==> config.mk <==
export PLATFORM = sky130hd
export DESIGN_NAME = psram_wb_arbiter
export DESIGN_NICKNAME = d
export VERILOG_FILES = /design/src/rtl/psram_arb_pkg.sv /design/src/rtl/psram_wb_arbiter_rr_pick2.sv /design/src/rtl/psram_wb_arbiter.sv
export SDC_FILE = /design/constraint.sdc
export NUM_CORES = 1
export LEC_CHECK = 0
export CAP_MARGIN = 15
export CORE_UTILIZATION = 30
export DETAILED_ROUTE_END_ITERATION = 8
export PLACE_DENSITY_LB_ADDON = 0.12
export SETUP_SLACK_MARGIN = 0.15
export SYNTH_ARGS = -nofsm -noshare
export SYNTH_HDL_FRONTEND = slang
export SYNTH_HIERARCHICAL = 1
export SYNTH_SLANG_ARGS = --single-unit
==> constraint.sdc <==
create_clock -name clk_i -period 4.3 [get_ports clk_i]
set_input_delay 0.43 -clock clk_i [delete_from_list [all_inputs] [get_ports clk_i]]
set_output_delay 0.43 -clock clk_i [all_outputs]
set_load 0.005 [all_outputs]
==> src/rtl/psram_arb_pkg.sv <==
// Shared types for the PSRAM Wishbone arbiter: FSM states, grant encoding
// and the latched slave request fields.
package psram_arb_pkg;

  typedef enum logic [1:0] {
    ST_IDLE = 2'd0,
    ST_BUSY = 2'd1,
    ST_RESP = 2'd2
  } arb_state_t;

  localparam logic GNT_M0 = 1'b0;
  localparam logic GNT_M1 = 1'b1;

  typedef struct packed {
    logic [31:0] adr;
    logic [31:0] dat;
    logic [3:0]  sel;
    logic        we;
  } req_fields_t;

endpackage

==> src/rtl/psram_wb_arbiter_rr_pick2.sv <==
// Two-way round-robin pick: on contention the master that did not win last time
// goes next.
module rr_pick2
  import psram_arb_pkg::*;
(
  input  logic [1:0] req,
  input  logic       last_grant,
  output logic       valid,
  output logic       pick
);

  always_comb begin
    valid = |req;
    pick  = GNT_M0;
    if (req == 2'b11)
      pick = ~last_grant;
    else if (req[1])
      pick = GNT_M1;
  end

endmodule

==> src/rtl/psram_wb_arbiter.sv <==
// Two-master Wishbone arbiter in front of the single-port PSRAM controller.
// Holds the granted request stable for the whole transaction.
//
// state   | meaning
// ST_IDLE | slave cyc low, sampling master requests
// ST_BUSY | registered request driven to slave, waiting for ack or timeout
// ST_RESP | ack/err pulse to the grantee, guarantees a cyc-low cycle
module psram_wb_arbiter
  import psram_arb_pkg::*;
#(
  parameter int unsigned TIMEOUT = 4095
) (
  input  logic        clk_i,
  input  logic        rst_i,
  input  logic [31:0] m0_adr_i,
  input  logic [31:0] m0_dat_i,
  input  logic [3:0]  m0_sel_i,
  input  logic        m0_cyc_i,
  input  logic        m0_stb_i,
  input  logic        m0_we_i,
  input  logic [31:0] m1_adr_i,
  input  logic [31:0] m1_dat_i,
  input  logic [3:0]  m1_sel_i,
  input  logic        m1_cyc_i,
  input  logic        m1_stb_i,
  input  logic        m1_we_i,
  output logic [31:0] m0_dat_o,
  output logic [31:0] m1_dat_o,
  output logic        m0_ack_o,
  output logic        m1_ack_o,
  output logic        m0_err_o,
  output logic        m1_err_o,
  output logic [31:0] s_adr_o,
  output logic [31:0] s_dat_o,
  output logic [3:0]  s_sel_o,
  output logic        s_cyc_o,
  output logic        s_stb_o,
  output logic        s_we_o,
  input  logic [31:0] s_dat_i,
  input  logic        s_ack_i,
  output logic        grant_o,
  output logic        busy_o
);

  localparam int CW = (TIMEOUT > 0) ? $clog2(TIMEOUT + 1) : 1;
  localparam logic [CW-1:0] TO_CNT = CW'(TIMEOUT);

  arb_state_t  state;
  req_fields_t fld;
  req_fields_t cand;
  logic [CW-1:0] cnt;
  logic [31:0] rdata;
  logic        last_grant;
  logic        cyc_q;
  logic [1:0]  req;
  logic        pick_vld;
  logic        pick;

  assign req = {m1_cyc_i & m1_stb_i, m0_cyc_i & m0_stb_i};

  rr_pick2 u_pick (
    .req        (req),
    .last_grant (last_grant),
    .valid      (pick_vld),
    .pick       (pick)
  );

  always_comb begin
    if (pick == GNT_M1)
      cand = '{adr: m1_adr_i, dat: m1_dat_i, sel: m1_sel_i, we: m1_we_i};
    else
      cand = '{adr: m0_adr_i, dat: m0_dat_i, sel: m0_sel_i, we: m0_we_i};
  end

  always_ff @(posedge clk_i or posedge rst_i) begin
    if (rst_i) begin
      state      <= ST_IDLE;
      fld        <= '0;
      cnt        <= '0;
      rdata      <= '0;
      last_grant <= GNT_M1;
      cyc_q      <= 1'b0;
      busy_o     <= 1'b0;
      m0_ack_o   <= 1'b0;
      m1_ack_o   <= 1'b0;
      m0_err_o   <= 1'b0;
      m1_err_o   <= 1'b0;
    end else begin
      m0_ack_o <= 1'b0;
      m1_ack_o <= 1'b0;
      m0_err_o <= 1'b0;
      m1_err_o <= 1'b0;
      case (state)
        ST_IDLE: begin
          if (pick_vld) begin
            fld        <= cand;
            last_grant <= pick;
            cnt        <= '0;
            cyc_q      <= 1'b1;
            busy_o     <= 1'b1;
            state      <= ST_BUSY;
          end
        end
        ST_BUSY: begin
          if (s_ack_i) begin
            rdata    <= s_dat_i;
            cyc_q    <= 1'b0;
            busy_o   <= 1'b0;
            m0_ack_o <= (last_grant == GNT_M0);
            m1_ack_o <= (last_grant == GNT_M1);
            state    <= ST_RESP;
          end else if ((TIMEOUT != 0) && (cnt == TO_CNT)) begin
            // wedged slave: abort and report err instead of ack
            cyc_q    <= 1'b0;
            busy_o   <= 1'b0;
            m0_err_o <= (last_grant == GNT_M0);
            m1_err_o <= (last_grant == GNT_M1);
            state    <= ST_RESP;
          end else if (cnt != '1) begin
            cnt <= cnt + 1'b1;
          end
        end
        ST_RESP: state <= ST_IDLE;
        default: state <= ST_IDLE;
      endcase
    end
  end

  assign s_adr_o  = fld.adr;
  assign s_dat_o  = fld.dat;
  assign s_sel_o  = fld.sel;
  assign s_we_o   = fld.we;
  assign s_cyc_o  = cyc_q;
  assign s_stb_o  = cyc_q;
  assign m0_dat_o = rdata;
  assign m1_dat_o = rdata;
  assign grant_o  = last_grant;

endmodule

; Word level (Yosys, flattened, before mapping)
; Cells that the tools add are included.
[word_totals]
reg_bits = 121
[op_classes]
n_addsub = 1
muxes = 26
n_bitwise = 3
n_eq_ne = 9
n_reduce_logical = 8
[ops]
columns = operator, count
row1 = 69-bit 2-to-1 mux, 1
row2 = 12-bit 2-to-1 mux, 4
row3 = 12-bit one-hot mux with 2 select lines, 1
row4 = 1-bit 2-to-1 mux, 15
row5 = 12-bit by 1-bit adder with 12-bit output (second input constant), 1
row6 = 12-bit == test (second input constant), 1
row7 = 12-bit inequality test (second input constant), 1
row8 = 2-bit inequality test (second input constant), 4
row9 = 2-bit 2-to-1 mux, 3
row10 = 2-bit AND reduction, 3
row11 = 5-bit AND reduction, 1
row12 = 2-bit one-hot mux with 2 select lines, 1
row13 = 3-bit inequality test (second input constant), 1
row14 = 3-bit AND reduction, 1
row15 = 1-bit bitwise AND, 2
row16 = 2-bit by 1-bit == test with 1-bit output (second input constant), 1
row17 = 2-bit == test (second input constant), 1
row18 = 2-bit zero test, 1
row19 = 1-bit one-hot mux with 2 select lines, 1
row20 = 2-bit nonzero test, 1
row21 = 2-bit OR reduction, 1
row22 = 1-bit NOT, 1

; Logic depth before layout (Yosys ltp)
; Gate-level depths: netlist of run 1.
[depth]
depth_word = 5
ltp_mapped = 7

; Hierarchy
; The synthesis of run 1 kept the hierarchy.
[modules_own_cells]
columns = module, area_each_um2, cells_each, instances, seq_area_each_um2
row1 = psram_wb_arbiter, 5577.8, 501, 1, 3029.2
row2 = rr_pick2, 13.8, 2, 1, 0.0

; Least setup slack after synthesis of run 1
; No wires, ideal clock.
[synth_timing]
path_type = input port to flip-flop
startpoint = input m1_cyc_i
endpoint = register cyc_q, in the netlist s_cyc_o
arrival_time_ns = 1.597
setup_time_ns = 0.143
slack_ns = 2.561
n_path_buf = 2
path_stages = 6
cell_sequence = and2_1 -> or2_1 -> nand2_1 -> clkbuf_1 -> clkbuf_1 -> o21ai_0
[synth_via]
elab_chain_len = 4
[synth_lines]
columns = element, line_no
row1 = start: declaration, psram_wb_arbiter.sv:24  ; input logic m1_cyc_i,
row2 = 1-bit bitwise AND, psram_wb_arbiter.sv:59  ; assign req = {m1_cyc_i & m1_stb_i, m0_cyc_i & m0_stb_i};
row3 = 2-bit OR reduction, psram_wb_arbiter_rr_pick2.sv:13  ; valid = |req;
row4 = net pick_vld, psram_wb_arbiter.sv:56  ; logic pick_vld;
row5 = 2-bit inequality test (no source line), n/a
row6 = 3-bit AND reduction (no source line), n/a
row7 = end signal: assignment, psram_wb_arbiter.sv:82  ; cyc_q <= 1'b0;
row8 = end signal: assignment, psram_wb_arbiter.sv:99  ; cyc_q <= 1'b1;
row9 = end signal: assignment, psram_wb_arbiter.sv:107  ; cyc_q <= 1'b0;
row10 = end: declaration, psram_wb_arbiter.sv:54  ; logic cyc_q;
; The timed path passes the listed nets, and every way through them passes these cells.
; A chain may end at the register's enable or synchronous reset.

; Worst setup path after layout of run 1
[layout_timing]
startpoint = input m1_cyc_i
endpoint = register fld (netlist bit s_adr_o[11])
[layout_via]
elab_chain_len = 4
word_cells_on_any_way = 7
cone_classes = 1 x eq/ne / 3 x mux / 1 x bitwise / 2 x reduce/logical
[layout_lines]
columns = element, line_no
row1 = 1-bit bitwise AND *, psram_wb_arbiter.sv:59
row2 = net req[1], psram_wb_arbiter.sv:55  ; logic [1:0] req;
row3 = 2-bit == test or 1-bit 2-to-1 mux (tied branches), "psram_wb_arbiter_rr_pick2.sv:15, psram_wb_arbiter_rr_pick2.sv:17"
row4 = 1-bit 2-to-1 mux *, psram_wb_arbiter_rr_pick2.sv:15  ; if (req == 2'b11)
row5 = net pick, psram_wb_arbiter.sv:57  ; logic pick;
row6 = 69-bit 2-to-1 mux *, psram_wb_arbiter.sv:69  ; if (pick == GNT_M1)
row7 = end signal: assignment, psram_wb_arbiter.sv:96  ; fld <= cand;
row8 = end: declaration, psram_wb_arbiter.sv:49  ; req_fields_t fld;
; Mark *: on every way through the listed nets, which the timed path passes. The rest lies on a longest branch.

==> metrics, run 1 <==
run status finished with violations; violations in the final reports DRC; buffer count from post-CTS setup fixing 0; # IOs 318; share of layout cells above drive strength 1 a little over a tenth; clock-pin slew on the worst setup and hold paths 0.06 ns; top cells by area in the synthesized netlist dfrtp_1 (54%), mux2i_1 (13%), mux2_2 (6.6%); height of the die approximately 140 um; end of the worst hold path s_dat_o[7]; number of H-tree levels 4; Primary FF master, synth dfrtp_1; max-slew headroom at the worst pin between 30% and 40%; register cell area after layout about 0.0030 mm^2; Routed Wire Length around 16 mm; worst hold start s_dat_o[7]; launching point of the worst reg2reg path grant_o; required time at the worst-slack endpoint between 4 and 5 ns; Pre-Repair DR Iteration Count 6; DRC violation total after the first TritonRoute iteration 208; multi-input gate area in the final layout approximately 0.0022 mm^2; final setup TNS 0 ns; count of hold buffers inserted by post-cts repair 0; largest buffer count on any clock path 2; power density normalized to cell area approximately 600 mW/mm^2; GR Layer Usage met3 under 10%; kind of end point of the critical path flop; count of nets after finishing 960; dominant cell type by area after synthesis dfrtp_1; worst setup path category in2reg; FF+latch count, synth roughly 120; crit share post-route a little over half; final-layout fill cell count around 1,600; Clock Skew between 0.01 and 0.015 ns; count of endpoints failing hold in the final timing report 0; sequential-to-total area share from yosys stat a little over half; post-detail-place hpwl ~12 mm; cell area reported after detailed placement 0.008752 mm^2; number of distinct library cells after synthesis 43; Resized Gates After CTS 0; CTS tree yes; grt ovf 0; net switching power about 1.6 mW; number of I/O port buffers ~320; terminus of the critical flop-to-flop path s_adr_o[11]; sinks on the clock net ~120; unrepaired setup endpoints after global routing false; Starting Density 30.92%; first-pass GRT wire length ~25 mm; die area 0.01919 mm^2; cells after synthesis 503; Worst Hold Path Cells 2; number of global-route vias before repair about 4,700; max cap viols 0; Post-Synthesis Cell Area between 0.005 and 0.006 mm^2; shortest clock period the worst path allows after layout between 2 and 2.5 ns; part of the power in registers a little over a third; Area Growth Syn to Fin 67.13%; startpoint type of the worst setup path input pin; Final Instance Count excl. Fillers between 1,000 and 1,500; per-cell via count in the routed design roughly 4.6; path depth of the worst reg2reg path 4; FMAX 433.8 MHz; fin worst setup slack approximately 2 ns; combinational group share of total power between 30% and 40%; switching share of power between 20% and 30%; count of unresolved DRC violations after routing 50; total global routing track utilization around 17%; post-synth top area share between 50% and 60%; Row Count 49; number of enable-type register cells in the synthesized netlist 0; Die Span X approximately 140 um; initial antenna violation count 0; asr flop ratio synth between 90% and 100%; fraction of the core area covered by cells at the end of the flow between 50% and 60%; global route hottest layer met2; worst hold-check slack approximately 0.47 ns; Post-Place Cells 992; ant diodes 0; total design power 5.580 mW; class of the most critical hold timing path reg2reg; reg-to-reg setup timing slack around 2.2 ns; cell internal pwr ~4 mW; Finished Cell Area 0.009345 mm^2; worst setup timing slack at the placement stage 1.537 ns; worst-margin pin slew 1.029 ns; clock insertion delay at the later pin of the skew report ~0.42 ns; final routed wire length divided by cell count between 15 and 20 um; number of failing setup endpoints in the final timing report 0; CTS Root Cell clkbuf_16; final weighted congestion in routability-driven placement around 0.77; synthesized area per cell about 11 um^2; Clock power frac 25.5%; fraction of met2 tracks used by global routing a little over 30%; critical path peak fanout 20; largest net degree at the start of global routing roughly 120; data arrival at the endpoint of the critical path 2.55 ns; number of routed nets with antenna violations 0; GR Util met1 19.00%; P_leak 3.911 nW; overall via count from detail_route between 4,000 and 5,000; Max Slew Vio Count 0; worst voltage drop across the vdd grid 0.2617 mV; Core Box Area about 0.018 mm^2; total CTS buffers 17; total number of yosys warnings 6; net count after synthesis between 600 and 700
[power groups by stage]
stage	Sequential, mW	Combinational, mW	Clock (mW)
6_report	1.95	2.21	1.42
5_1_grt	2.01	2.39	1.51
4_1_cts	1.96	2.25	1.46
3_5_place_dp	1.97	2.25	0
3_3_place_gp	1.94	2.22	0
2_1_floorplan	1.95	0.849	0
[area by class of cell]
class / instances / area share (%)
clock inverter: 9 / 1.232
clock buffer: 23 / 5.114
tap: 229 / 3.066
inverter: 6 / 0.2946
sequential: 121 / 32.41
multi-input combinational: 313 / 23.18
timing repair buffer: 323 / 34.70
[synthesized netlist by cell type (2+ instances only)]
cell type,instances
and2_2,2
buf_4,35
nand3_1,8
clkbuf_1,22
o221ai_2,2
nand2b_1,2
nor4_1,3
a31oi_1,3
nand2_1,80
buf_2,4
mux2i_1,70
dfrtp_1,120
nor2_1,4
inv_1,5
mux2_2,33
and2_1,3
nand4_1,6
o21ai_0,71
a21oi_1,3
and3_1,3
and3_2,2
[how the worst max path moves through the flow]
stage / startpoint / to / slack, ns / depth (start not counted)
after floorplan: rst_i / cnt[0] / 0.66 / 1
after global placement: m1_cyc_i / s_dat_o[30] / 1.63 / 6
after detailed placement: m1_cyc_i / s_adr_o[3] / 1.54 / 6
after CTS: m1_cyc_i / s_adr_o[11] / 1.98 / 6
after global routing: m1_cyc_i / s_adr_o[25] / 1.80 / 6
final: m1_cyc_i / s_adr_o[11] / 1.99 / 6
[cell families (layout without fill, tap and decap cells)]
logic type / after synthesis / count (layout) / synth area share, %
AOI/OAI and AO/OA: 88 / 88 / 8.861
DFF: 121 / 121 / 54.17
adders and majority gates: 1 / 1 / 0.2237
and+or+nand+nor: 121 / 121 / 10.14
buffers and inverters: 69 / 361 / 7.429
muxes: 103 / 103 / 19.18
[sequential cells by signal, indices dropped and copies added (netlist names), 2 cells and up]
signal	flops
m0_dat_o	32
s_adr_o	32
s_dat_o	32
cnt	12
s_sel_o	4
state	2
[worst max-delay path, stage by stage]
cell             delay (ns)
clkdlybuf4s50_1        0.44
and2_1                 0.14
a21boi_4               0.73
buf_4                  0.46
mux2i_1                0.24
o21ai_0                0.09
[metal layers]
metal / up-vias / share of wire, % / routed length [um]
li1: 2265 / - / -
met1: 2181 / 38 / 6284
met2: 228 / 50 / 8202
met3: 17 / 10 / 1683
met4: 0 / 1.2 / 199
met5: - / 0 / 0
[placed cells by master (no fill, tap or decap), drive strengths merged, types with 2 or more instances in the layout]
cell type      count
clkinvlp           2
a31oi              3
nor2               5
clkdlybuf4s50    317
nor4               3
bufinv             2
mux2i             70
clkbuf            23
nand3              8
clkinv             4
a21o               2
and3               5
and2               5
nand2             80
nand2b             2
o221ai             2
a21oi              3
inv                7
o21ai             71
buf                6
nand4              6
dfrtp            120
mux2              33
or2b               2
Note: power is estimated with default switching activity, not from simulation.
==> inputs of run 2 (changes only) <==
==> constraint.sdc (replaced) <==
create_clock -name clk_i -period 2.4 [get_ports clk_i]
set_input_delay 0.24 -clock clk_i [delete_from_list [all_inputs] [get_ports clk_i]]
set_output_delay 0.24 -clock clk_i [all_outputs]
set_load 0.005 [all_outputs]
==> metrics, run 2 (synthesized netlist as in run 1, its figures left out) <==
total global routing track utilization 17.34% (about the same); P_leak 3.952 nW (+1.0%); Routed Wire Length 16.07 mm (-1.8%); critical path peak fanout 7 (-65%); startpoint type of the worst setup path flop; Clock Skew 0.006941 ns (-0.006500 ns); number of H-tree levels 4 (unchanged); number of routed nets with antenna violations 0 (unchanged); Core Box Area 0.01809 mm^2 (unchanged); multi-input gate area in the final layout 0.002166 mm^2 (unchanged); DRC violation total after the first TritonRoute iteration 204 (-1.9%); terminus of the critical flop-to-flop path cnt[8]; count of nets after finishing 969 (+0.94%); largest buffer count on any clock path 2 (unchanged); worst-margin pin slew 0.6101 ns (-0.4186 ns); overall via count from detail_route 4,735 (+0.94%); cell with the biggest individual delay on the critical path o41a_1; violations in the final reports DRC; number of failing setup endpoints in the final timing report 0 (unchanged); GR Util met1 18.81% (-0.19 points); CP cell instances ha_1 > nand4_1 > o41a_1 > buf_4 > a221o_1; most frequent standard cell in the layout excluding fill and tap cells clkdlybuf4s50_1; final routed wire length divided by cell count 15.59 um (-2.5%); Pre-Repair DR Iteration Count 8 (+2); post-detail-place hpwl 12.46 mm (+1.4%); share of layout cells above drive strength 1 11.47% (+0.91 points); Area Growth Syn to Fin 68.02%; Starting Density 30.92% (unchanged); worst setup path category reg2reg; Resized Gates After CTS 0 (unchanged); worst voltage drop across the vdd grid 0.4661 mV (+78%); first-pass GRT wire length 25.50 mm (+0.14%); per-cell via count in the routed design 4.593 (+0.25%); grt ovf 0 (unchanged); count of hold buffers inserted by post-cts repair 0 (unchanged); CTS Root Cell clkbuf_16; register cell area after layout 0.003029 mm^2 (unchanged); run status finished with violations; power density normalized to cell area 1042 mW/mm^2 (+75%); commonest cells after routing, fill and taps aside clkdlybuf4s50_1 (317), dfrtp_1 (120), nand2_1 (79); total design power 9.790 mW (+75%); crit share post-route around 83%; final weighted congestion in routability-driven placement 0.8063 (+4.5%); clock-pin slew on the worst setup and hold paths 0.05 ns (about the same); data arrival at the endpoint of the critical path 2.26 ns (-0.29 ns); class of the most critical hold timing path in2async; final setup TNS 0 ns (unchanged); fraction of met2 tracks used by global routing 30.35% (-0.27 points); GR Layer Usage met3 6.131% (-0.80 points); global route hottest layer met2; critical path buffer and inverter count 1 (-1); sinks on the clock net 121 (unchanged); die area 0.01919 mm^2 (unchanged); max cap viols 0 (unchanged); largest delay contributor family on the critical path compound AO/OA/AOI/OAI gates; unrepaired setup endpoints after global routing false; initial antenna violation count 0 (unchanged); ant diodes 0 (unchanged); buffer count from post-CTS setup fixing 0 (unchanged); height of the die 138.5 um (unchanged); Row Count 49 (unchanged); number of I/O port buffers 317 (unchanged); largest net degree at the start of global routing 82 (-31%); FMAX 503.5 MHz; # IOs 318 (unchanged); shortest clock period the worst path allows after layout 1.986 ns; final-layout fill cell count 1,594 (-0.50%); path depth of the worst reg2reg path 5 (+1); delay of the slowest critical-path stage 0.46 ns (-0.27 ns); total CTS buffers 17 (unchanged); reg-to-reg setup timing slack 0.41 ns (-1.78 ns); kind of end point of the critical path flop; Max Slew Vio Count 0 (unchanged); CTS tree yes; number of global-route vias before repair 4,754 (+0.81%); max-slew headroom at the worst pin 59.23% (+28 points); required time at the worst-slack endpoint 2.68 ns (-1.87 ns); clock insertion delay at the later pin of the skew report 0.40 ns (-0.02 ns); count of unresolved DRC violations after routing 53 (+6.0%); count of endpoints failing hold in the final timing report 0 (unchanged); launching point of the worst reg2reg path cnt[0]; Die Span X 138.5 um (unchanged); path length in cells of the critical path 5 (-1)
## run 2: cell count changes in the layout (fill, tap and decap cells not counted), sizes merged
cell	change
clkbuf	-2
inv	-2
clkinv	+3
buf	+9
bufinv	-1
## run 2: final cells by class
class	count	share of cell area, %
sequential	121	32.24
timing repair buffer	332	35.64
clock buffer	21	4.901
tap	229	3.050
inverter	6	0.3063
multi-input combinational	313	23.05
clock inverter	9	0.8124
## run 2: stage by stage
step	hold slack, ns	cell area [um^2]	instances	utilization, %	worst slack (ns)
finish	0.3216	9395	1031	51.95	0.4139
global route	0.3756	9395	1031	51.95	0.3182
CTS	0.3383	9395	1031	51.95	0.4454
detailed placement	0.4694	8859	1001	48.98	0.2103
global placement	0.4614	8859	1001	48.98	0.2881
floorplan	0.3877	5595	503	-	0.6775
## run 2: worst max path at each step
stage / from / end / slack [ns]
floorplan: rst_i / cnt[0] / 0.68
CTS: cnt[0] / cnt[8] / 0.45
global placement: m1_cyc_i / s_adr_o[17] / 0.29
finish: cnt[0] / cnt[8] / 0.41
global route: cnt[1] / cnt[8] / 0.32
detailed placement: m1_cyc_i / s_dat_o[8] / 0.21
## run 2: layer usage
layer	wire, um	vias up	share of wire [%]
met5	0	-	0
met4	415	0	2.6
met3	1440	23	9.0
met2	8076	232	50
met1	6140	2199	38
li1	-	2281	-
## run 2: worst reg2reg max path: cells and delay by family (launching register included)
| kind | cells | cell delay, ns |
|---|---|---|
| AO/OA/AOI/OAI | 2 | 0.78 |
| flip-flops | 1 | 0.39 |
| adder cells (fa/ha/maj) | 1 | 0.33 |
| buffers and inverters | 1 | 0.21 |
| AND/OR/NAND/NOR | 1 | 0.16 |
## run 2: power by group
part | internal [mW] | switching, mW
clock | 1.45 | 0.853
sequential | 2.91 | 0.577
combinational | 2.66 | 1.34
